$ cat src/rtl/main_pkg.sv
// main_pkg: shared types and defaults for the main compute block issue stage.
package main_pkg;
  localparam int W_DEF = 8;
  typedef enum logic [1:0] {OFF, M1, M2, M3} mode_t;
  typedef enum logic [2:0] {IDLE, LOAD, FIRE, WAIT_BUSY, WAIT_DONE} feeder_state_t;
endpackage

$ cat src/rtl/feeder_fifo.sv
// feeder_fifo: synchronous request FIFO with occupancy, full and empty flags.
module feeder_fifo #(
  parameter int W = 10,
  parameter int DEPTH = 4,
  localparam int AW = $clog2(DEPTH)
) (
  input  logic          clk,
  input  logic          rst,
  input  logic          push,
  input  logic          pop,
  input  logic [W-1:0]  din,
  output logic [W-1:0]  dout,
  output logic [AW:0]   level,
  output logic          full,
  output logic          empty
);
  logic [W-1:0] mem [DEPTH];
  logic [AW-1:0] wptr, rptr;
  always_ff @(posedge clk or negedge rst)
    if (!rst) begin
      wptr <= '0;
      rptr <= '0;
      level <= '0;
    end else begin
      if (push) wptr <= wptr + 1'b1;
      if (pop) rptr <= rptr + 1'b1;
      level <= level + (AW+1)'(push) - (AW+1)'(pop);
    end
  always_ff @(posedge clk)
    if (push) mem[wptr] <= din;
  assign dout = mem[rptr];
  assign full = level == (AW+1)'(DEPTH);
  assign empty = level == '0;
endmodule

$ cat src/rtl/main_feeder.sv
// main_feeder: queues host requests and issues them one at a time to main,
// capturing each result and flagging a main that never goes busy.
module main_feeder
  import main_pkg::*;
#(
  parameter int W = W_DEF,
  parameter int DEPTH = 4,
  parameter int TIMEOUT = 15
) (
  input  logic                   clk,
  input  logic                   rst,
  input  logic                   wr_valid,
  output logic                   wr_ready,
  input  logic [W-1:0]           wr_data,
  input  logic [1:0]             wr_mode,
  output logic [W-1:0]           x,
  output mode_t                  on,
  output logic                   start,
  input  logic                   b,
  input  logic [W-1:0]           y,
  output logic                   res_valid,
  input  logic                   res_ready,
  output logic [W-1:0]           res_data,
  output logic [$clog2(DEPTH):0] level,
  output logic                   err_timeout
);
  localparam int CW = $clog2(TIMEOUT+1);
  feeder_state_t state, nxt;
  logic [CW-1:0] cnt;
  logic [W+1:0] head;
  logic push, pop, full, empty, go, tmo;
  assign wr_ready = !full;
  assign push = wr_valid && wr_ready && |wr_mode;
  assign go = !empty && !res_valid && !b;
  assign tmo = state == WAIT_BUSY && !b && cnt == CW'(TIMEOUT-1);
  feeder_fifo #(.W(W+2), .DEPTH(DEPTH)) u_fifo (
    .clk(clk), .rst(rst), .push(push), .pop(pop), .din({wr_mode, wr_data}),
    .dout(head), .level(level), .full(full), .empty(empty)
  );
  always_ff @(posedge clk or negedge rst)
    if (!rst) state <= IDLE;
    else state <= nxt;
  always_comb begin
    nxt = state;
    case (state)
      IDLE:      nxt = go ? LOAD : IDLE;
      LOAD:      nxt = FIRE;
      FIRE:      nxt = WAIT_BUSY;
      WAIT_BUSY: nxt = b ? WAIT_DONE : tmo ? IDLE : WAIT_BUSY;
      WAIT_DONE: nxt = b ? WAIT_DONE : IDLE;
      default:   nxt = IDLE;
    endcase
  end
  always_comb begin
    start = state == FIRE;
    pop = state == IDLE && go;
  end
  // cnt counts cycles since start, the start cycle itself included
  always_ff @(posedge clk or negedge rst)
    if (!rst) begin
      x <= '0;
      on <= OFF;
      cnt <= '0;
      res_valid <= 1'b0;
      res_data <= '0;
      err_timeout <= 1'b0;
    end else begin
      if (pop) begin
        x <= head[W-1:0];
        on <= mode_t'(head[W+1:W]);
      end
      if (state == FIRE) cnt <= CW'(1);
      else if (state == WAIT_BUSY && !b) cnt <= cnt + 1'b1;
      if (tmo) begin
        err_timeout <= 1'b1;
        on <= OFF;
      end
      if (state == WAIT_DONE && !b) begin
        res_data <= y;
        res_valid <= 1'b1;
      end else if (res_valid && res_ready) res_valid <= 1'b0;
    end
endmodule

$ cat config.mk
export PLATFORM = sky130hd
export DESIGN_NAME = main_feeder
export DESIGN_NICKNAME = d
export VERILOG_FILES = /design/src/rtl/main_pkg.sv /design/src/rtl/feeder_fifo.sv /design/src/rtl/main_feeder.sv
export SDC_FILE = /design/constraint.sdc
export NUM_CORES = 1
export LEC_CHECK = 0
export BUFFER_PORTS_ARGS = -buffer_cell sky130_fd_sc_hd__buf_2
export CORE_MARGIN = 3
export CORE_UTILIZATION = 50
export DETAILED_ROUTE_END_ITERATION = 8
export PLACE_DENSITY_LB_ADDON = 0.12
export SYNTH_ARGS = -nofsm -noshare
export SYNTH_HDL_FRONTEND = slang
export SYNTH_HIERARCHICAL = 1
export SYNTH_SLANG_ARGS = --single-unit
$ cat constraint.sdc
create_clock -name clk -period 2.35 [get_ports clk]
set_clock_uncertainty 0.1 [all_clocks]
set_input_delay 0.1175 -clock clk [delete_from_list [all_inputs] [get_ports clk]]
set_output_delay 0.1175 -clock clk [all_outputs]
set_load 0.01 [all_outputs]
# Word-level counts from Yosys, hierarchy flattened

Memory sizes are Yosys's and may differ from the RTL's.
Index checks and enable logic that the tools add are counted.

Bits in registers: 34
RAM bits: 40
Output and inout port bits: 25
Logic and storage cells: 54
Memories kept: 1

Memories:

| memory     | depth | width | rd ports | clocked after memory_dff | wr ports | line              | RTL |
|---|---|---|---|---|---|---|---|
| u_fifo.mem | 4     | 10    | 1        | 0                        | 1        | feeder_fifo.sv:17 | `logic [W-1:0] mem [DEPTH];` |

Add/sub/neg operators: 5
Eq/ne operators: 6
Multiplexer cells: 13
Reduce and logical (&&, ||, !) cells: 19

Operators by type and width:

| operator            | number |
|---|---|
| $pmux 3 s5          | 1 |
| $logic_and 1x1->1   | 9 |
| $mux 4              | 2 |
| $eq 3x2->1 const B  | 2 |
| $eq 3x3->1 const B  | 2 |
| $logic_not 3->1     | 2 |
| $mux 2              | 3 |
| $mux 3              | 2 |
| $reduce_bool 2->1   | 3 |
| $mux 1              | 5 |
| $add 2x1->2 const B | 2 |
| $add 4x1->4 const B | 1 |
| $eq 4x4->1 const B  | 1 |
| $logic_not 1->1     | 4 |
| $add 3x1->3         | 1 |
| $eq 3x1->1 const B  | 1 |
| $sub 3x1->3         | 1 |
| $reduce_or 2->1     | 1 |

# Logic depth before layout (Yosys ltp)

Gate-level depths: netlist (run 1).

Word-level depth: 7
Mapped depth: 10

# Modules after synthesis

The synthesis (run 1) kept the hierarchy.

By module, submodules not included:

| module      | times used | cells each | area each (um^2) | sequential area each (um^2) |
|---|---|---|---|---|
| feeder_fifo | 1          | 86         | 1,836.8          | 1,376.3 |
| main_feeder | 1          | 92         | 1,161.1          | 675.6 |

# Worst setup path before layout (run 1)

No wires, ideal clock.

Path kind: reg2reg
Start point: reg u_fifo.level[1]
End point: reg u_fifo.level[2]
Setup time: 123 ps
Arrival time: 2,125 ps
Data required time: 2,127 ps
Slack: 2 ps
Stages on the path, launching flop included: 11
Buffers on the path: 0
Period minus slack after synthesis: 2,348 ps
Path through: dfrtp_1 -> nor3_1 -> nor3_2 -> nand2_2 -> inv_1 -> ha_1 -> inv_1 -> ha_1 -> fa_1 -> xnor2_1 -> xnor2_1

Cells in the longest elaborated chain, start to end: 6
Elaborated cells on any way between the ends: 11
Those cells by class: add/sub: 2; eq/ne: 1; reduce/logical: 8

RTL lines:

| what                            | line              | RTL |
|---|---|---|
| start: declaration              | feeder_fifo.sv:13 | `output logic [AW:0] level,` |
| start signal: assignment        | feeder_fifo.sv:27 | `level <= level + (AW+1)'(push) - (AW+1)'(pop);` |
| $logic_not 3->1                 | feeder_fifo.sv:33 | `assign empty = level == '0;` |
| via empty                       | main_feeder.sv:31 | `logic push, pop, full, empty, go, tmo;` |
| $logic_not 1->1                 | main_feeder.sv:34 | `assign go = !empty && !res_valid && !b;` |
| $logic_and 1x1->1 (2 in series) | main_feeder.sv:34 |  |
| $logic_and 1x1->1               | main_feeder.sv:56 | `pop = state == IDLE && go;` |
| via pop                         | main_feeder.sv:31 |  |
| $sub 3x1->3                     | feeder_fifo.sv:27 |  |

The timed path passes the listed nets, and every way through them passes these cells.
A chain may end at the register's enable or synchronous reset.

# Worst setup path in the final report (run 1)

Start point: reg u_fifo.level[0]
End point: reg u_fifo.level[2]

The elaborated chain is that of the path after synthesis.

==> results of run 1 <==
-- cell usage in the layout (no fill, tap or decap), types with 2 or more instances in the layout --
master / instances
a21oi_1: 4
and2_1: 6
buf_2: 47
buf_4: 6
clkbuf_1: 3
clkbuf_8: 9
clkinv_2: 3
dfrtp_1: 34
dlygate4sd3_1: 21
edfxtp_1: 40
ha_1: 8
inv_1: 12
mux2_2: 16
mux4_1: 2
mux4_2: 8
nand2_1: 6
nand3_1: 5
nor3_2: 3
o21ai_0: 5
or2_2: 3
or3_1: 4
xnor2_1: 4
xor2_1: 2
-- per-layer routing --
metal | up-vias | routed length [um] | track usage, %
met5 | - | 0 | 0
met4 | 0 | 97 | 8.626
met3 | 9 | 269 | 4.365
met2 | 43 | 2773 | 27.77
met1 | 867 | 2164 | 18.72
li1 | 818 | - | -
-- registers in the layout, indices dropped and copies added, names as in the netlist --
| name | flops |
|---|---|
| cnt | 4 |
| err_timeout | 1 |
| on | 2 |
| res_data | 8 |
| res_valid | 1 |
| state | 3 |
| u_fifo/level | 3 |
| u_fifo/mem | 40 |
| u_fifo/rptr | 2 |
| u_fifo/wptr | 2 |
| x | 8 |
-- logic make-up (layout without fill, tap and decap cells) --
| group | Yosys count | count (layout) | synth area share [%] |
|---|---|---|---|
| multiplexers | 27 | 27 | 14.11 |
| buffers and inverters | 16 | 102 | 2.462 |
| adder cells (fa/ha/maj) | 9 | 9 | 4.007 |
| AO/OA/AOI/OAI | 13 | 13 | 2.630 |
| AND/OR/NAND/NOR | 33 | 33 | 6.594 |
| flip-flops | 74 | 74 | 68.45 |
| XOR/XNOR | 6 | 6 | 1.753 |
-- cell type report --
type | count | share of cell area [%]
multi-input cells | 88 | 23.70
well taps | 72 | 2.428
flip-flops and latches | 74 | 55.29
clock buffers | 12 | 3.641
clock inverters | 4 | 0.5057
repair buffers | 74 | 13.22
inverters | 12 | 1.214
-- path summary, 6_finish.rpt --
check                           depth (start not counted)  slack [ps]              end
max in group asynchronous                               2        1380             x[4]
worst max-delay path                                   10         140  u_fifo/level[2]
worst min-delay path                                    4         140   u_fifo/wptr[0]
worst min register to register                          1         390      err_timeout
worst max register to register                         10         140  u_fifo/level[2]
min in group asynchronous                               2         290           cnt[1]
-- worst max-delay path, stage by stage (launching register included) --
cell and delay [ps]:
dfrtp_1 400, nor3_2 230, nor3_2 80, nand2_2 80
inv_1 70, ha_1 270, inv_1 40, ha_1 180
fa_2 340, xnor2_1 200, xnor2_1 140
-- stage by stage --
stage	cells	utilization (%)	hold WS, ps	cell area [um^2]
floorplan	178	-	-278.1	2998
global placement	296	58.79	117.8	3317
finish	336	65.78	143.5	3711
CTS	333	65.25	135.1	3681
detailed placement	296	58.79	139.2	3317
global route	336	65.78	147.0	3711
-- report_power, final --
group / total (mW) / internal (mW) / switching (mW)
clock: 0.786 / 0.375 / 0.411
combinational: 1.39 / 0.725 / 0.669
sequential: 1.97 / 1.75 / 0.229
total: 4.15 / 2.85 / 1.31
-- timing repair --
item / CTS / global route
buffers inserted: 0 / 3
hold buffers: 21 / 0
endpoints found under the setup margin: 0 / 1
endpoints found under the hold margin: 84 / 0
gates resized for setup: 0 / 2
==> impl_metrics.tcl, run 1 <==
set metrics [dict create \
    hpwl_um 3508 \
    timing.rr.start "u_fifo/level[0]" \
    p_per_area_nw_per_um2 1120 \
    slew_headroom_pct 49.68 \
    cts_max_path_buffers 2 \
    place_ws_ps 54.21 \
    synthCells 178 \
    syn_area_per_cell_um2 16.84 \
    viasPerCell 5.170 \
    gp_congestion 0.8848 \
    max_cap_violations 0 \
    syn_area_um2 2998 \
    die-area_um2 6961 \
    hold_start "wr_valid" \
    cts_num_sinks 74 \
    syn_to_final_growth_pct 23.79 \
    multiInputGateArea_um2 879.6 \
    vias 1737 \
    num-nets-final 291 \
    crit_fanout 3 \
    grt_pass1_vias 1792 \
    die_h_um 83.43 \
    fin_crit_sh_pct 94.15 \
    synth_cell_types 33 \
    ctsHtreeMaxLevel 3 \
    synth_ff_type "edfxtp_1" \
    clk_root_buffer_cell "clkbuf_8" \
    dieWidth_um 83.43 \
    drc 0 \
    yosysSeqAreaShare_pct 68.45 \
    finalSetupViolations 0 \
    ir_drop_mv 0.5293 \
    power.total_mw 4.155 \
    drtPass1Iterations 4 \
    grt_max_degree 35 \
    cts_tree "yes" \
    numPortBuffers 47 \
    finalHoldViolCount 0 \
    grtUsageTotal_pct 16.27 \
    grt_pass1_wl_um 8625 \
    synth_most_common_cell "edfxtp_1" \
    drtAntennaViolNets 0 \
    drv_slew 0 \
    cts_buffers 9 \
    setup_ws_ps 137.4 \
    antenna_cells 0 \
    crit_arrival_ps 2370 \
    async_reset_ff_share_pct 45.95 \
    nFillCells 415 \
    wire_per_inst_um 15.79 \
    initial_core_util_pct 53.14 \
    io_pins 48 \
    setup_tns_ps 0 \
    synth_common_cells "edfxtp_1, dfrtp_1, mux2_2, inv_1" \
    yosys_warnings 6 \
    wirelength_um 5304 \
    yosysTopAreaCellShare_pct 40.07 \
    yosys.area.top_type "edfxtp_1" \
    layout-drive-gt1-share_pct 37.50 \
    core_um2 5642 \
    synth-edff-count 40 \
    outcome "complete, no violations" \
    p_leak_nw 1.579 \
    synth.area.top_cells "edfxtp_1, dfrtp_1, mux2_2" \
    clkSlewWorstSetupHoldPaths_ps 70 \
    clkLatencyLatePin_ps 330 \
    antenna_found_initial 0 \
    critPathLaunch "u_fifo/level[0]" \
    fmax_mhz 452.0 \
    crit_type "reg -> reg" \
    regArea_um2 2052 \
    synth_seq_cells 74 \
    worstSetupStartpointType "flip-flop" \
    drt_first_iter_violations 71 \
    rows 27 \
    syn-num-nets 210 \
    worst_ep_required_time_ps 2510 \
    hold_class "in -> reg" \
    critPathCaptureType "flip-flop" \
    gr-total-overflow 0 \
    period_needed_ps 2213 \
    worst_slew_pin_slew_ps 754.8 \
    rsz0062_at_grt "no" \
]
Power figures use the tool's default switching activity.
==> run 2: changes to the inputs <==
--- a/config.mk
+++ b/config.mk
@@ -7,7 +7,7 @@
 export LEC_CHECK = 0
 export BUFFER_PORTS_ARGS = -buffer_cell sky130_fd_sc_hd__buf_2
 export CORE_MARGIN = 3
-export CORE_UTILIZATION = 50
+export CORE_UTILIZATION = 52
 export DETAILED_ROUTE_END_ITERATION = 8
 export PLACE_DENSITY_LB_ADDON = 0.12
 export SYNTH_ARGS = -nofsm -noshare
==> constraint.sdc (replaced) <==
create_clock -name clk -period 2.31 [get_ports clk]
set_clock_uncertainty 0.1 [all_clocks]
set_input_delay 0.1155 -clock clk [delete_from_list [all_inputs] [get_ports clk]]
set_output_delay 0.1155 -clock clk [all_outputs]
set_load 0.01 [all_outputs]
==> impl_metrics.tcl, run 2 (synthesis gave the netlist of run 1 again) <==
set metrics [dict create \
    die_h_um 81.93 \
    whs_ps 158.1 \
    antenna_found_initial 0 \
    num-nets-final 290 \
    rr_worst_depth 10 \
    timing.rr.start "u_fifo/level[2]" \
    drtPass1Iterations 4 \
    hold_path_end "u_fifo/wptr[0]" \
    clkSlewWorstSetupHoldPaths_ps 70 \
    drv_slew 0 \
    critPathCaptureType "flip-flop" \
    fin_cells 335 \
    layout_common_cells "buf_2, edfxtp_1, dfrtp_1" \
    power.total_mw 4.459 \
    dieWidth_um 81.93 \
    cts_max_path_buffers 2 \
    outcome "complete, no violations" \
    antenna_cells 0 \
    dp.cells 296 \
    cts_buffers 9 \
    slowest_delay_ps 440 \
    die-area_um2 6713 \
    io_pins 48 \
    r2r_end "u_fifo/level[2]" \
    numPortBuffers 47 \
    grt_pass1_wl_um 8024 \
    slew_headroom_pct 49.16 \
    crit_arrival_ps 2310 \
    placed_area_um2 3322 \
    worstSetupStartpointType "flip-flop" \
    clkLatencyLatePin_ps 330 \
    initial_core_util_pct 54.11 \
    hpwl_um 3339 \
    fin_crit_sh_pct 94.53 \
    whs_path_depth 4 \
    hold_start "wr_valid" \
    cts_tree "yes" \
    max_cap_violations 0 \
    worst_ep_required_time_ps 2430 \
    grtUsageTotal_pct 16.77 \
    layout-drive-gt1-share_pct 40.30 \
    crit_fanout 4 \
    p_per_area_nw_per_um2 1180 \
    p_leak_nw 1.602 \
    drc 0 \
    wirelength_um 5150 \
    ir_drop_mv 0.5898 \
    finalHoldViolCount 0 \
    reg_top3 "u_fifo/mem x40, res_data x8, x x8" \
    wire_per_inst_um 15.37 \
    gp_congestion 0.8671 \
    cpMostUsedCell "nor3_4" \
    period_needed_ps 2184 \
    final_util_pct 68.22 \
    drtAntennaViolNets 0 \
    ctsHtreeMaxLevel 3 \
    grt_max_degree 35 \
    stdcell_area_um2 3780 \
    hold_class "in -> reg" \
    gr-total-overflow 0 \
    largest_reg_flops 40 \
    regMostFlops "u_fifo/mem" \
    critical-path-slowest-cell "dfrtp_2" \
    viasPerCell 5.081 \
    clk_root_buffer_cell "clkbuf_8" \
    crit_type "reg -> reg" \
    r2r_setup_slack_ps 130 \
    core_um2 5540 \
    cts_num_sinks 74 \
    layout_commonest_cell "buf_2" \
    fmax_mhz 457.9 \
    finalSetupViolations 0 \
    grt_pass1_vias 1722 \
    drt_first_iter_violations 51 \
    worst_slew_pin_slew_ps 762.5 \
    cp_cell_sequence "nor3_4 > nor3_4 > nand2_2 > inv_2 > ha_1 > inv_1 > ha_2 > fa_2 > xnor2_2 > xnor2_1" \
    syn_to_final_growth_pct 26.09 \
    rows 27 \
    vias 1702 \
]
[run 2: where the power goes]
part / switching [mW] / internal, mW / leakage, nW
Clock: 0.443 / 0.559 / 0.104
Sequential: 0.248 / 1.78 / 0.783
Combinational: 0.674 / 0.757 / 0.714
[run 2: how the worst max path moves through the flow]
stage / depth (start not counted) / endpoint / start / slack [ps]
2_1_floorplan: 10 / u_fifo/level[2] / u_fifo/level[2] / 6
3_3_place_gp: 10 / u_fifo/level[2] / u_fifo/level[1] / 110
3_5_place_dp: 10 / u_fifo/level[2] / u_fifo/level[1] / 70
4_1_cts: 10 / u_fifo/level[2] / u_fifo/level[1] / 60
5_1_grt: 11 / u_fifo/level[2] / u_fifo/level[0] / -20
6_report: 10 / u_fifo/level[2] / u_fifo/level[2] / 130
[run 2: final cells by class]
cell class                      instances  area, um^2
Clock buffer                           11       152.6
Clock inverter                          5       52.55
Fill cell                             396        1760
Inverter                               12       45.04
Multi-Input combinational cell         88       902.1
Sequential cell                        74        2054
Tap cell                               72       90.09
Timing Repair Buffer                   73       483.0
[run 2: routing by layer]
metal | wire length (um) | track usage (%) | part of all wire (%) | vias up
li1 | - | - | - | 807
met1 | 2125 | 19.88 | 41 | 838
met2 | 2665 | 27.87 | 52 | 43
met3 | 223 | 3.509 | 4.3 | 14
met4 | 137 | 10.47 | 2.7 | 0
met5 | 0 | 0 | 0 | -
[run 2: critical path, delay by kind of cell (launching register included)]
| family | cells | cell delay (ps) |
|---|---|---|
| flip-flops | 1 | 440 |
| XOR/XNOR | 2 | 260 |
| adder cells (fa/ha/maj) | 3 | 810 |
| buffers and inverters | 2 | 90 |
| AND/OR/NAND/NOR | 3 | 370 |
[run 2: repair_timing]
action | in CTS | in global routing
setup buffers | 0 | 2
endpoints found under the hold margin | 84 | 0
gates resized for setup | 0 | 8
hold buffers | 21 | 0
setup endpoints to repair | 0 | 1
[run 2: stage by stage]
| step | setup WS, ps | setup TNS (ps) |
|---|---|---|
| detailed placement | 66.48 | 0 |
| global route | -19.87 | -19.87 |
| floorplan | 6.413 | 0 |
| finish | 126.3 | 0 |
| global placement | 111.3 | 0 |
| CTS | 55.37 | 0 |
==> run 3: changes to the inputs <==
--- a/config.mk
+++ b/config.mk
@@ -6,10 +6,13 @@
 export NUM_CORES = 1
 export LEC_CHECK = 0
 export BUFFER_PORTS_ARGS = -buffer_cell sky130_fd_sc_hd__buf_2
+export CELL_PAD_IN_SITES_DETAIL_PLACEMENT = 1
+export CELL_PAD_IN_SITES_GLOBAL_PLACEMENT = 2
 export CORE_MARGIN = 3
-export CORE_UTILIZATION = 52
+export CORE_UTILIZATION = 40
 export DETAILED_ROUTE_END_ITERATION = 8
 export PLACE_DENSITY_LB_ADDON = 0.12
+export RECOVER_POWER = 50
 export SYNTH_ARGS = -nofsm -noshare
 export SYNTH_HDL_FRONTEND = slang
 export SYNTH_HIERARCHICAL = 1
==> constraint.sdc (replaced) <==
create_clock -name clk -period 2.33 [get_ports clk]
set_clock_uncertainty 0.1 [all_clocks]
set_input_delay 0.1165 -clock clk [delete_from_list [all_inputs] [get_ports clk]]
set_output_delay 0.1165 -clock clk [all_outputs]
set_load 0.01 [all_outputs]
==> impl_metrics.tcl, run 3 (synthesis gave the netlist of run 1 again) <==
set metrics [dict create \
    numPortBuffers 47 \
    worst_slew_pin_slew_ps 866.6 \
    die-area_um2 8569 \
    cts_buffers 9 \
    whs_ps 143.1 \
    cts_num_sinks 74 \
    drc 0 \
    initial_core_util_pct 42.71 \
    io_pins 48 \
    wirelength_um 5828 \
    hpwl_um 3899 \
    clkLatencyLatePin_ps 340 \
    crit_arrival_ps 2390 \
    period_needed_ps 2229 \
    layout-drive-gt1-share_pct 32.45 \
    vias 1735 \
    crit_fanout 3 \
    hold_class "in -> reg" \
    syn_to_final_growth_pct 28.17 \
    ir_drop_mv 0.5349 \
    worstSetupStartpointType "flip-flop" \
    setup_tns_ps 0 \
    ctsHtreeMaxLevel 3 \
    p_per_area_nw_per_um2 1199 \
    max_cap_violations 0 \
    critPathCaptureType "flip-flop" \
    largest_reg_flops 40 \
    finalSetupViolations 0 \
    viasPerCell 4.806 \
    cts_max_path_buffers 2 \
    p_leak_nw 1.542 \
    fmax_mhz 448.7 \
    slew_headroom_pct 42.23 \
    clkSlewWorstSetupHoldPaths_ps 80 \
    reg_top3 "u_fifo/mem x40, res_data x8, x x8" \
    grtUsageTotal_pct 14.86 \
    num-nets-final 292 \
    outcome "complete, no violations" \
    drtAntennaViolNets 0 \
    power.total_mw 4.606 \
    gp_congestion 0.8200 \
    die_h_um 92.57 \
    rows 30 \
    drtPass1Iterations 4 \
    core_um2 7019 \
    finalHoldViolCount 0 \
    worst_ep_required_time_ps 2490 \
    gr-total-overflow 0 \
    dieWidth_um 92.57 \
    drt_first_iter_violations 27 \
    crit_type "reg -> reg" \
    layout_common_cells "edfxtp_1, dfrtp_1, clkbuf_1" \
    cts_tree "yes" \
    grt_pass1_wl_um 9466 \
    antenna_cells 0 \
    rsz0062_at_grt "yes" \
    fin_crit_sh_pct 95.66 \
    final_util_pct 54.74 \
    grt_max_degree 35 \
    grt_pass1_vias 1932 \
    clk_root_buffer_cell "clkbuf_8" \
    regMostFlops "u_fifo/mem" \
    drv_slew 0 \
    layout_commonest_cell "edfxtp_1" \
    wire_per_inst_um 16.14 \
    antenna_found_initial 0 \
]
## run 3: cell types whose count changed in the layout (fill, tap and decap cells not counted), moves of 2 or more
cell / change
buf_4: +2
clkinv_2: -3
clkbuf_1: +24
buf_2: -26
inv_4: +2
ha_4: +2
clkinv_4: +2
## run 3: final timing paths
kind	startpoint	endpoint	slack [ps]	cells past startpoint
worst min-delay path	wr_valid	u_fifo/wptr[0]	140	4
worst min register to register	err_timeout	err_timeout	370	1
max in group asynchronous	rst	u_fifo/level[0]	1220	2
worst max-delay path	u_fifo/level[1]	u_fifo/level[2]	100	10
worst max register to register	u_fifo/level[1]	u_fifo/level[2]	100	10
min in group asynchronous	rst	cnt[3]	320	2
## run 3: routing by layer
layer	part of all wire, %	GRT usage, %	vias up
met4	0.84	6.683	0
met5	0	0	-
met3	3.9	4.062	4
li1	-	-	813
met1	41	16.43	876
met2	54	26.53	42
## run 3: critical path: stages, from the launching register on
cell and delay, ps:
dfrtp_2 440, nor3_4 240, nor3_4 80, nand2_2 110
inv_4 50, ha_4 260, inv_4 30, ha_4 150
fa_2 370, xnor2_2 200, xnor2_1 140
## run 3: timing repair
item | 4_1_cts | 5_1_grt
cloned | 0 | 0
resized for setup | 4 | 10
hold buffers | 21 | 0
buffers inserted | 1 | 3
endpoints found under the hold margin | 84 | 0
pin swaps | 1 | 6
setup endpoints to repair | 1 | 1
## run 3: final cells by class
cell class	count	area (um^2)
Inverter	12	50.05
Fill cell	686	3177
Tap cell	96	120.1
Multi-Input combinational cell	88	924.6
Sequential cell	74	2056
Clock buffer	9	123.9
Timing Repair Buffer	75	466.7
Clock inverter	7	101.3
## run 3: stage by stage
step	cells	area (um^2)	setup slack, ps
3_5_place_dp	320	3352	-5.806
6_report	361	3842	101.1
2_1_floorplan	178	3003	26.41
3_3_place_gp	320	3352	109.8
4_1_cts	358	3812	58.03
5_1_grt	361	3842	-8.290
## run 3: report_power, final
group	switching (mW)	leakage [nW]	internal, mW
Sequential	0.262	0.782	1.76
Clock	0.505	0.113	0.615
Combinational	0.714	0.647	0.746
